<file path="src/rtl/ps2_host_tx.sv">
// ============================================================================
// Module   : ps2_host_tx
// Purpose  : PS/2 host-to-device transmitter. Sends one command byte to a
//            keyboard using the standard clock-inhibit / request-to-send
//            handshake. Serialises data LSB first, then odd parity and stop.
//            The device's acknowledge bit is then collected.
// Revision : 1.0 - initial release
// ----------------------------------------------------------------------------
// Parameters
//   INHIBIT_CYCLES : clock-low hold before request-to-send (cycles)
//   TIMEOUT_CYCLES : max cycles from clock release to end of transfer
// Ports
//   vga_clk        : single clock, rising edge
//   reset_n        : synchronous, active-low reset
//   tx_data[7:0]   : command byte, latched on acceptance
//   tx_valid       : request, accepted when tx_ready is high
//   tx_ready       : high only while idle
//   tx_done        : one-cycle pulse on successful completion
//   tx_err         : one-cycle pulse on timeout (or bad ack, see below)
//   ps2_clk/data   : raw asynchronous pad levels
//   ps2_clk_oe     : 1 = pull PS/2 clock low, 0 = release
//   ps2_data_oe    : 1 = pull PS/2 data low, 0 = release
// Configuration
//   PS2_TX_ACK_CHECK_EN : when defined, an ack bit sampled high gives tx_err
//                         instead of tx_done; otherwise the ack is ignored.
// ============================================================================
`timescale 1ns/1ps
`default_nettype none

module ps2_host_tx #(
  parameter int INHIBIT_CYCLES = 2500,
  parameter int TIMEOUT_CYCLES = 375000
) (
  input  logic       vga_clk,
  input  logic       reset_n,
  input  logic [7:0] tx_data,
  input  logic       tx_valid,
  output logic       tx_ready,
  output logic       tx_done,
  output logic       tx_err,
  input  logic       ps2_clk,
  input  logic       ps2_data,
  output logic       ps2_clk_oe,
  output logic       ps2_data_oe
);

  // One counter serves both the inhibit hold and the transfer timeout.
  localparam int CNT_MAX = (INHIBIT_CYCLES > TIMEOUT_CYCLES) ? INHIBIT_CYCLES : TIMEOUT_CYCLES;
  localparam int CW      = $clog2(CNT_MAX + 1);
  localparam logic [CW-1:0] C_INH_LAST = CW'(INHIBIT_CYCLES - 1);
  localparam logic [CW-1:0] C_TO_LAST  = CW'(TIMEOUT_CYCLES - 1);

  typedef enum logic [2:0] {
    S_IDLE      = 3'd0,
    S_INHIBIT   = 3'd1,
    S_RTS       = 3'd2,
    S_BITS      = 3'd3,
    S_ACK       = 3'd4,
    S_WAIT_IDLE = 3'd5
  } state_t;

  state_t          state_q;
  logic [CW-1:0]   cnt_q;
  logic [3:0]      bit_cnt_q;
  logic [7:0]      shift_q;
  logic            parity_q;
  logic            clk_meta_q, clk_sync_q, clk_prev_q;
  logic            data_meta_q, data_sync_q;
  logic            tx_ready_q, tx_done_q, tx_err_q;
  logic            clk_oe_q, data_oe_q;
`ifdef PS2_TX_ACK_CHECK_EN
  logic            ack_q;
`endif

  logic            clk_fall;
  assign clk_fall = clk_prev_q & ~clk_sync_q;

  always_ff @(posedge vga_clk) begin
    if (!reset_n) begin
      state_q     <= S_IDLE;
      cnt_q       <= '0;
      bit_cnt_q   <= '0;
      shift_q     <= '0;
      parity_q    <= 1'b0;
      // Synchronisers reset to the idle-high bus level so no false edge
      // is seen when reset is released.
      clk_meta_q  <= 1'b1;
      clk_sync_q  <= 1'b1;
      clk_prev_q  <= 1'b1;
      data_meta_q <= 1'b1;
      data_sync_q <= 1'b1;
      tx_ready_q  <= 1'b1;
      tx_done_q   <= 1'b0;
      tx_err_q    <= 1'b0;
      clk_oe_q    <= 1'b0;
      data_oe_q   <= 1'b0;
`ifdef PS2_TX_ACK_CHECK_EN
      ack_q       <= 1'b0;
`endif
    end else begin
      clk_meta_q  <= ps2_clk;
      clk_sync_q  <= clk_meta_q;
      clk_prev_q  <= clk_sync_q;
      data_meta_q <= ps2_data;
      data_sync_q <= data_meta_q;
      tx_done_q   <= 1'b0;
      tx_err_q    <= 1'b0;

      case (state_q)
        S_IDLE: begin
          if (tx_valid) begin
            shift_q    <= tx_data;
            parity_q   <= ~^tx_data;
            cnt_q      <= '0;
            clk_oe_q   <= 1'b1;
            tx_ready_q <= 1'b0;
            state_q    <= S_INHIBIT;
          end
        end

        S_INHIBIT: begin
          if (cnt_q == C_INH_LAST) begin
            cnt_q     <= '0;
            data_oe_q <= 1'b1;   // start bit, clock still held low
            state_q   <= S_RTS;
          end else begin
            cnt_q <= cnt_q + 1'b1;
          end
        end

        S_RTS: begin
          clk_oe_q  <= 1'b0;
          cnt_q     <= '0;       // timeout measured from clock release
          bit_cnt_q <= '0;
          state_q   <= S_BITS;
        end

        S_BITS, S_ACK, S_WAIT_IDLE: begin
          if (cnt_q == C_TO_LAST) begin
            tx_err_q   <= 1'b1;
            clk_oe_q   <= 1'b0;
            data_oe_q  <= 1'b0;
            tx_ready_q <= 1'b1;
            cnt_q      <= '0;
            state_q    <= S_IDLE;
          end else begin
            cnt_q <= cnt_q + 1'b1;
            if (state_q == S_BITS) begin
              if (clk_fall) begin
                bit_cnt_q <= bit_cnt_q + 1'b1;
                if (bit_cnt_q == 4'd9) begin
                  data_oe_q <= 1'b0;                 // stop bit: release
                  state_q   <= S_ACK;
                end else if (bit_cnt_q == 4'd8) begin
                  data_oe_q <= ~parity_q;
                end else begin
                  data_oe_q <= ~shift_q[bit_cnt_q[2:0]];
                end
              end
            end else if (state_q == S_ACK) begin
              if (clk_fall) begin
`ifdef PS2_TX_ACK_CHECK_EN
                ack_q <= data_sync_q;
`endif
                state_q <= S_WAIT_IDLE;
              end
            end else begin
              if (clk_sync_q && data_sync_q) begin
`ifdef PS2_TX_ACK_CHECK_EN
                if (ack_q) tx_err_q  <= 1'b1;
                else       tx_done_q <= 1'b1;
`else
                tx_done_q <= 1'b1;
`endif
                tx_ready_q <= 1'b1;
                cnt_q      <= '0;
                state_q    <= S_IDLE;
              end
            end
          end
        end

        default: begin
          clk_oe_q   <= 1'b0;
          data_oe_q  <= 1'b0;
          tx_ready_q <= 1'b1;
          cnt_q      <= '0;
          state_q    <= S_IDLE;
        end
      endcase
    end
  end

  assign tx_ready    = tx_ready_q;
  assign tx_done     = tx_done_q;
  assign tx_err      = tx_err_q;
  assign ps2_clk_oe  = clk_oe_q;
  assign ps2_data_oe = data_oe_q;

endmodule

`default_nettype wire

</file>
<file path="config.mk">
export PLATFORM = sky130hd
export DESIGN_NAME = ps2_host_tx
export DESIGN_NICKNAME = d
export VERILOG_FILES = /design/src/rtl/ps2_host_tx.sv
export SDC_FILE = /design/constraint.sdc
export NUM_CORES = 1
export LEC_CHECK = 0
export BUFFER_PORTS_ARGS = -buffer_cell sky130_fd_sc_hd__buf_2
export CAP_MARGIN = 20
export CORE_MARGIN = 10
export CORE_UTILIZATION = 64
export CTS_CLUSTER_SIZE = 14
export DETAILED_ROUTE_END_ITERATION = 6
export PLACE_DENSITY = 0.87
export SYNTH_ARGS = -nofsm -noshare
export SYNTH_HDL_FRONTEND = slang
export SYNTH_SLANG_ARGS = --single-unit
</file>
<file path="constraint.sdc">
create_clock -name vga_clk -period 3.9 [get_ports vga_clk]
set_clock_uncertainty 0.15 [all_clocks]
set_input_delay 0.195 -clock vga_clk [delete_from_list [all_inputs] [get_ports vga_clk]]
set_output_delay 0.195 -clock vga_clk [all_outputs]
set_load 0.005 [all_outputs]
</file>
==> results by group, run 1 <==
Timing
  – Final setup vio count: 0
  – Min Tclk post-route: 2.45 ns
  – Min Hold Slack: 0.0691 ns
  – Headroom to the max-slew limit: 61.3%
  – Final hold vios: 0
  – Setup repair after global routing missed its margin: no
  – Final worst-path cycle share: 62.7%
  – Worst Tran Pin Value: 0.577 ns
  – Max Freq: 0.409 GHz
  – Fin. max-slew vios: 0
  – Setup TNS: 0 ns

Synth
  – Largest family of logic cells by synthesized area: simple AND/OR/NAND/NOR gates
  – Synthesized area: 2310 um^2
  – Post-synth EDFFs: 0
  – Simple-gate share of the synthesized area: 27.1%
  – Post-synthesis area per instance: 8.91 um^2
  – Ys flop type: dfxtp_1
  – Post-synthesis xor/xnor area fraction: 9.49%
  – Post-synth ARST share: 0%
  – Mapped Nets: 276
  – Complex-gate fraction of the synthesized area: 15.2%
  – Most frequent cell after synthesis: dfxtp_1
  – Register area share after synthesis: 39.0%
  – Yosys top cell area share: 39.0%
  – Synth Instances: 259
  – Synth top area cells: dfxtp_1 39%, xnor2_1 6.1%, nand2_1 5.7%, nor2_1 4.9%, a21boi_0 3.6%
  – Synth Area in Adders: 2.17%
  – Synth warn: 0
  – Synth cell count leaders: 45 x dfxtp_1, 35 x nand2_1, 30 x nor2_1
  – Multiplexer share of the synthesized area: 2.39%
  – Synth area leader: dfxtp_1
  – Distinct cells, synth: 56
  – Seq cells post-synth: 45

Floorplanning
  – Die ar.: 6410 um^2
  – Die Wd: 80.0 um
  – Starting Density: 67.5%
  – IO Pins: 18
  – Die Ht: 80.0 um
  – Total core area: 3420 um^2
  – Core Rows: 21

Route
  – Wire per inst: 13.6 um
  – Vias: 1859
  – Routed wire length: 4470 um
  – DR DRC count: 0
  – Remaining antenna violation count: 0
  – Via/cell ratio: 5.65
  – 1st-pass router iterations: 4
  – Iter 0 DRT Violations: 178

Power and ir drop
  – Clock share of power: 18.4%
  – Switching Fraction: 37.8%
  – Power Density: 502 nW/um^2
  – Switching power: 479 uW
  – Logic gate share of total power: 33.5%
  – Static Leak: 0.887 nW
  – Sequential Power Share: 48.1%
  – Internal power: 790 uW
  – Maximum VDD drop: 376 uV

Worst setup path
  – Reg2reg end: state_q[2]$_SDFFE_PN0P_
  – Type of origin of the critical path: register
  – Worst Setup EP: state_q[2]$_SDFFE_PN0P_
  – Crit path arrival time: 2.57 ns
  – Crit path max-delay family: simple AND/OR/NAND/NOR gates
  – CP max-delay cell: dfxtp_1
  – Reg2reg path depth: 7
  – CP max stage delay: 0.43 ns
  – Worst-path fanout max: 16
  – Launch point of the worst reg-to-reg path: cnt_q[0]$_SDFFE_PN0P_
  – Crit path buffers/inverters: 0
  – R2R Setup Slk: 1.45 ns
  – Worst Setup SP: cnt_q[0]$_SDFFE_PN0P_
  – Critical path depth: 7
  – Worst-path cell chain: ha_1, nor4b_1, nand3_1, nor2_1, o22ai_2, o21ai_4, o21ba_2
  – Crit. End Element: register
  – WS Path Type: reg -> reg
  – Worst endpoint required time: 4.02 ns

Cells and area
  – Share of cells above drive strength 1: 14.5%
  – Layout area overhead: 9.65%
  – # fillers: 265
  – ANT cells: 0
  – Nets: 299

Placement
  – Post-DP HPWL: 3240 um
  – Buffers on Ports: 17
  – Gp weighted congestion: 0.865

CTS
  – Worst-Skew Late Latency: 0.36 ns
  – Clock Sinks: 45
  – Resize count post-CTS: 0
  – Num CTS Buffers: 5
  – CTS tree: done
  – H-tree Lvls: 2
  – Root Driver: clkbuf_4
  – CTS max path bufs: 2
  – Reg clk slew, reported paths: 0.13 ns

Min path
  – Hold Crit Class: in -> reg

GRT
  – Vias in the first global route: 1708
  – Tot GR Track Use: 14.9%
  – Initial antenna violation count: 0
  – Largest net degree at the start of global routing: 32
  – Final global-route overflow total: 0
  – Global-route wire length before repair: 7730 um

Status
  – Status: complete, no violations

Flow run
  – Max-cap violations: 0
cell usage in the layout (no fill, tap or decap), types with 2 or more instances in the layout:
master / n
nor2_1: 30
nand3b_1: 2
nand2_1: 35
dfxtp_1: 45
clkbuf_4: 5
nor2b_1: 2
dlygate4sd3_1: 10
a22oi_1: 2
inv_1: 6
o21ai_0: 7
and3_1: 5
nor4_1: 3
o22ai_1: 2
mux4_2: 2
a21oi_1: 4
xnor2_1: 16
and2_1: 3
nand2b_1: 7
buf_2: 17
nor3_1: 4
nand4_1: 11
a21boi_0: 11
nand3_1: 6
nor4b_1: 2
o31ai_1: 2
ha_1: 4
xor2_1: 9
worst register-to-register path, stage by stage, from the launching register on:
cell and delay [ns]:
dfxtp_1 0.43, ha_1 0.25, nor4b_1 0.25, nand3_1 0.27, nor2_1 0.25, o22ai_2 0.16, o21ai_4 0.38, o21ba_2 0.22
power groups by stage:
stage          registers (mW)  logic [mW]  clock network [mW]
2_1_floorplan           0.567       0.408                   0
3_3_place_gp            0.615       0.405                   0
3_5_place_dp            0.619       0.413                   0
4_1_cts                 0.608       0.423               0.238
5_1_grt                 0.621       0.472               0.259
6_report                0.610       0.426               0.234
metal layers:
metal	vias up	global-route usage, %	routed length [um]
met5	-	0	0
met2	45	21.7	2010
met1	850	19.6	2160
met3	8	5.52	245
li1	956	-	-
met4	0	4.93	55
cells by family after synthesis:
logic type	Yosys count
AO/OA/AOI/OAI	45
XOR/XNOR	25
adder cells (fa/ha/maj)	4
buffers and inverters	17
flip-flops	45
multiplexers	3
AND/OR/NAND/NOR	120
worst min-delay path by stage:
stage               cells after the start  startpoint                      to
floorplan                               1     ps2_clk   clk_meta_q$_SDFF_PN1_
global placement                        2    ps2_data  data_meta_q$_SDFF_PN1_
detailed placement                      2     ps2_clk   clk_meta_q$_SDFF_PN1_
CTS                                     4    tx_valid  cnt_q[14]$_SDFFE_PN0P_
global route                            4    tx_valid  cnt_q[14]$_SDFFE_PN0P_
finish                                  4    tx_valid  cnt_q[14]$_SDFFE_PN0P_
layout make-up:
type / instances / area, um^2 / area share [%]
clock inverter: 2 / 13.8 / 0.544
tap: 46 / 57.6 / 2.27
inverter: 6 / 22.5 / 0.890
multi-input combinational: 197 / 1300 / 51.3
timing repair buffer: 27 / 185 / 7.32
clock buffer: 6 / 51.3 / 2.03
sequential: 45 / 901 / 35.6
registers in the layout, summed over array words and instances (netlist names), 3 cells and up:
register,cells
bit_cnt_q,4
shift_q,8
state_q,3
cnt_q,19
through the flow:
step,total power [mW],utilization [%],worst slack (ns),instances,area (um^2)
floorplan,0.975,-,1.85,259,2310
global placement,1.02,69.2,1.57,311,2360
detailed placement,1.03,69.2,1.47,311,2360
CTS,1.27,74.1,1.44,329,2530
global route,1.35,74.1,1.24,329,2530
finish,1.27,74.1,1.45,329,2530
repair_timing:
item,4_1_cts,5_1_grt
hold buffers,10,0
setup buffers,0,0
hold endpoints to repair,10,0
No activity file was read; power rests on OpenSTA's default activity.
==> run 2, diff against run 1 <==
Settings changed: ABC_AREA set to 1, CORE_UTILIZATION 64 to 54, PLACE_DENSITY 0.87 to 0.78.
Clock period 3.9 ns to 2.23 ns, I/O delays scaled along.
==> results by group, run 2 <==
Synth
  – Synthesized area: 2500 um^2
  – Most frequent cell after synthesis: nand2_1
  – Synth top area cells: dfxtp_1 36%, nand2_1 10%, nor2_1 7.5%, inv_1 7.2%, nand3_1 7.0%
  – Register area share after synthesis: 36.1%
  – Synth area leader: dfxtp_1
  – Post-synthesis area per instance: 6.82 um^2
  – Distinct cells, synth: 35
  – Seq cells post-synth: 45
  – Mapped Nets: 383
  – Post-synth ARST share: 0%
  – Synth Instances: 366
  – Post-synth EDFFs: 0
  – Synth cell count leaders: 68 x nand2_1, 50 x nor2_1, 48 x inv_1
  – Yosys top cell area share: 36.1%
  – Ys flop type: dfxtp_1
  – Synth warn: 0

Placement
  – Pre-CTS setup slack: 0.313 ns
  – Gp weighted congestion: 0.951
  – Post-DP Area: 2630 um^2
  – Buffers on Ports: 17
  – Post-DP HPWL: 4280 um

Power and ir drop
  – Static Leak: 1.25 nW
  – Total power draw: 2.68 mW
  – Power Density: 943 nW/um^2
  – Maximum VDD drop: 645 uV

Worst setup path
  – Crit path arrival time: 2.00 ns
  – Type of origin of the critical path: register
  – WS Path Type: reg -> reg
  – Crit. End Element: register
  – Worst endpoint required time: 2.28 ns
  – Worst-path fanout max: 5

Timing
  – Min Hold Slack: 0.0418 ns
  – Headroom to the max-slew limit: 70.5%
  – Setup repair after global routing missed its margin: no
  – Final worst-path cycle share: 87.2%
  – Setup TNS: 0 ns
  – Fin. max-slew vios: 0
  – Final hold vios: 0
  – Max Freq: 0.514 GHz
  – Min Tclk post-route: 1.94 ns
  – Final setup vio count: 0
  – Final setup margin: 0.285 ns
  – Worst Tran Pin Value: 0.442 ns

Route
  – Vias: 2343
  – Wire per inst: 13.2 um
  – Iter 0 DRT Violations: 221
  – DR DRC count: 0
  – Routed wire length: 5950 um
  – Remaining antenna violation count: 0
  – Via/cell ratio: 5.22
  – 1st-pass router iterations: 4

CTS
  – CTS max path bufs: 2
  – Worst-Skew Late Latency: 0.31 ns
  – Num CTS Buffers: 5
  – H-tree Lvls: 2
  – CTS tree: done
  – Clock Sinks: 45
  – Resize count post-CTS: 0
  – Reg clk slew, reported paths: 0.08 ns
  – Root Driver: clkbuf_8

Floorplanning
  – Die Ht: 88.0 um
  – Die Wd: 88.0 um
  – Die ar.: 7740 um^2
  – Core Rows: 24
  – Total core area: 4410 um^2
  – Starting Density: 56.6%
  – IO Pins: 18

Cells and area
  – Most frequent cells in the layout: 68 x nand2_1, 50 x nor2_1, 48 x inv_1, 45 x dfxtp_1, 35 x nand3_1
  – Max FFs per register: 19
  – Share of cells above drive strength 1: 14.4%
  – ANT cells: 0
  – Nets: 413
  – Layout area overhead: 13.7%
  – Most common cell after layout, fill and taps aside: nand2_1
  – Finished Cell Area: 2840 um^2
  – Largest register by flop count: cnt_q
  – Largest regs: cnt_q (19), shift_q (8), bit_cnt_q (4)

GRT
  – Largest net degree at the start of global routing: 21
  – Initial antenna violation count: 0
  – Final global-route overflow total: 0
  – Global-route wire length before repair: 10000 um
  – Vias in the first global route: 2199
  – Tot GR Track Use: 15.8%

Status
  – Status: complete, no violations

Min path
  – Hold Crit Class: in -> reg

Flow run
  – Max-cap violations: 0
==> run 2: changes by cell type after synthesis, sizes merged, moves of 11 or more <==
cell	change
nor2	+26
a21boi	-11
inv	+47
nand2	+39
nand3	+33
o21ai	+12
a21oi	+15
==> run 2: cells by family (layout without fill, tap and decap cells) <==
| family | count (synthesis) | in the layout | synth area share, % |
|---|---|---|---|
| simple gates | 199 | 199 | 38.2 |
| xor+xnor | 11 | 11 | 3.86 |
| flops | 45 | 45 | 36.1 |
| compound gates | 48 | 48 | 10.3 |
| fa+ha+maj | 4 | 4 | 2.00 |
| buf+inv | 59 | 90 | 9.57 |
==> run 2: timing repair <==
item | in CTS | in global routing
setup buffers | 0 | 0
hold endpoints to repair | 10 | 0
hold buffers | 10 | 0
==> run 2: routing by layer <==
layer / share of wire [%] / up-vias / global-route usage, %
met4: 0.92 / 0 / 4.20
met3: 7.0 / 5 / 3.81
li1: - / 1236 / -
met1: 49 / 1027 / 21.5
met2: 43 / 75 / 24.4
met5: 0 / - / 0
==> run 2: per-stage QoR <==
stage,cells,utilization (%)
after global routing,449,64.3
after global placement,431,59.5
after floorplan,366,-
final,449,64.3
after CTS,449,64.3
after detailed placement,431,59.5
==> run 2: worst paths after layout <==
path / startpoint / to / slack [ns] / depth (start not counted)
worst max-delay path: cnt_q[0]$_SDFFE_PN0P_ / cnt_q[16]$_SDFFE_PN0P_ / 0.29 / 10
worst min-delay path: tx_valid / cnt_q[14]$_SDFFE_PN0P_ / 0.04 / 4
worst max register to register: cnt_q[0]$_SDFFE_PN0P_ / cnt_q[16]$_SDFFE_PN0P_ / 0.29 / 10
worst min register to register: data_meta_q$_SDFF_PN1_ / data_sync_q$_SDFF_PN1_ / 0.27 / 1
==> run 2: worst max-delay path: stages, from the launching register on <==
cell     delay, ns
dfxtp_1       0.37
ha_1          0.26
nand2_2       0.11
nor2_4        0.14
nand2_2       0.09
nor3_2        0.21
nand4_1       0.20
nor2_1        0.15
nand2_1       0.06
nand2_1       0.06
nor2_1        0.04
==> run 2: area by class of cell <==
type | count | area [um^2]
clock buffer | 5 | 68.8
clock inverter | 3 | 46.3
fill | 413 | 1570
inverter | 53 | 201
multi-input combinational | 262 | 1360
sequential | 45 | 901
tap | 52 | 65.1
timing repair buffer | 29 | 200
==> run 2: report_power, final <==
group / switching [mW] / total, mW / internal, mW
combinational: 0.701 / 1.04 / 0.336
sequential: 0.0831 / 1.01 / 0.926
clock: 0.295 / 0.631 / 0.335
==> run 3, diff against run 2 <==
Settings changed: HOLD_SLACK_MARGIN set to 0.15.
==> results by group, run 3 (same netlist as run 2, synthesis figures left out) <==
GRT
  – Final global-route overflow total: 0
  – Global-route wire length before repair: 10600 um
  – Largest net degree at the start of global routing: 21
  – Tot GR Track Use: 16.9%
  – Vias in the first global route: 2240
  – Initial antenna violation count: 1

Placement
  – Gp weighted congestion: 0.951
  – Buffers on Ports: 17
  – Dpl cells: 431
  – Post-DP Area: 2630 um^2
  – Post-DP HPWL: 4280 um

Worst setup path
  – Crit path arrival time: 2.18 ns
  – Worst endpoint required time: 2.28 ns
  – Crit. End Element: register
  – Type of origin of the critical path: register
  – R2R Setup Slk: 0.1 ns
  – CP max-delay cell: dlygate4sd3_1
  – CP max stage delay: 0.59 ns
  – Worst-path fanout max: 12
  – Worst-path cell chain: inv_1, nand3_2, nor2_1, inv_2, o21ai_0, dlygate4sd3_1, a21oi_1
  – WS Path Type: reg -> reg

Cells and area
  – Nets: 422
  – Share of cells above drive strength 1: 14.0%
  – Most common cell after layout, fill and taps aside: nand2_1
  – Most frequent cells in the layout: 68 x nand2_1, 50 x nor2_1, 48 x inv_1, 45 x dfxtp_1, 35 x nand3_1
  – # fillers: 393
  – Fin cells: 459
  – Finished Cell Area: 2930 um^2
  – Largest regs: cnt_q (19), shift_q (8), bit_cnt_q (4)
  – Layout area overhead: 17.4%
  – Max FFs per register: 19
  – Largest register by flop count: cnt_q

CTS
  – Root Driver: clkbuf_8
  – Num CTS Buffers: 5
  – CTS max path bufs: 2
  – Reg clk slew, reported paths: 0.09 ns
  – Worst-Skew Late Latency: 0.31 ns
  – Clock Sinks: 45
  – H-tree Lvls: 2
  – CTS tree: done

Flow run
  – Max-cap violations: 0

Status
  – Status: complete, no violations

Route
  – Remaining antenna violation count: 0
  – Via/cell ratio: 5.28
  – Vias: 2425
  – Wire per inst: 14.0 um
  – 1st-pass router iterations: 4
  – DR DRC count: 0
  – Routed wire length: 6410 um
  – Iter 0 DRT Violations: 253

Timing
  – Setup repair after global routing missed its margin: no
  – Final worst-path cycle share: 95.6%
  – Setup TNS: 0 ns
  – Min Tclk post-route: 2.13 ns
  – Min Hold Slack: 0.280 ns
  – Worst Tran Pin Value: 0.463 ns
  – Headroom to the max-slew limit: 69.1%
  – Max Freq: 0.469 GHz
  – Fin. max-slew vios: 0
  – Final hold vios: 0
  – Final setup vio count: 0

Min path
  – Hold Crit Class: reg -> reg

Power and ir drop
  – Maximum VDD drop: 577 uV
  – Static Leak: 1.30 nW
  – Power Density: 937 nW/um^2

Floorplanning
  – Total core area: 4410 um^2
  – Die Wd: 88.0 um
  – Die Ht: 88.0 um
  – IO Pins: 18
  – Starting Density: 56.6%
  – Core Rows: 24
  – Die ar.: 7740 um^2
## run 3: cell count changes in the layout (fill, tap and decap cells not counted), sizes merged
cell	before	now
diode	0	1
dlygate4sd3	10	19
## run 3: worst paths after layout
| path | startpoint | to | cells past startpoint |
|---|---|---|---|
| setup reg to reg | state_q[0]$_SDFFE_PN0P_ | shift_q[4]$_SDFFE_PN0P_ | 7 |
| hold / removal | data_meta_q$_SDFF_PN1_ | data_sync_q$_SDFF_PN1_ | 1 |
| setup / recovery | state_q[0]$_SDFFE_PN0P_ | shift_q[4]$_SDFFE_PN0P_ | 7 |
| hold reg to reg | data_meta_q$_SDFF_PN1_ | data_sync_q$_SDFF_PN1_ | 1 |
## run 3: repair_timing
action | CTS | global route
setup buffers | 0 | 0
hold endpoints to repair | 21 | 0
gates resized for setup | 0 | 0
hold buffers | 19 | 0
## run 3: critical path: cells and delay by family (launching register included)
| family | cells | cell delay, ns |
|---|---|---|
| buf+inv | 3 | 0.90 |
| simple gates | 2 | 0.37 |
| flops | 1 | 0.34 |
| compound gates | 2 | 0.26 |
## run 3: cell type report
type                    instances  area, um^2  area share [%]
multi-input cells             262        1360            46.3
clock inverters                 3        46.3            1.58
clock buffers                   5        68.8            2.35
well taps                      52        65.1            2.22
repair buffers                 38         290            9.90
flip-flops and latches         45         901            30.7
diodes                          1        2.50          0.0853
inverters                      53         201            6.87
## run 3: power breakdown
part           switching (mW)  internal (mW)
registers              0.0862          0.926
clock network           0.295          0.335
logic                   0.730          0.376
total                    1.11           1.64
## run 3: routing by layer
metal	routed length [um]	up-vias	track usage (%)
met4	56	0	4.06
met5	0	-	0
li1	-	1251	-
met2	2840	82	26.7
met3	383	5	3.99
met1	3130	1087	22.7
## run 3: per-stage QoR
| stage | setup slack (ns) | power, mW | util [%] |
|---|---|---|---|
| after CTS | 0.248 | 2.72 | 66.4 |
| after detailed placement | 0.313 | 2.03 | 59.5 |
| after global placement | 0.403 | 2.02 | 59.5 |
| after floorplan | 0.537 | 1.79 | - |
| after global routing | 0.00549 | 2.95 | 66.4 |
| final | 0.0984 | 2.75 | 66.4 |
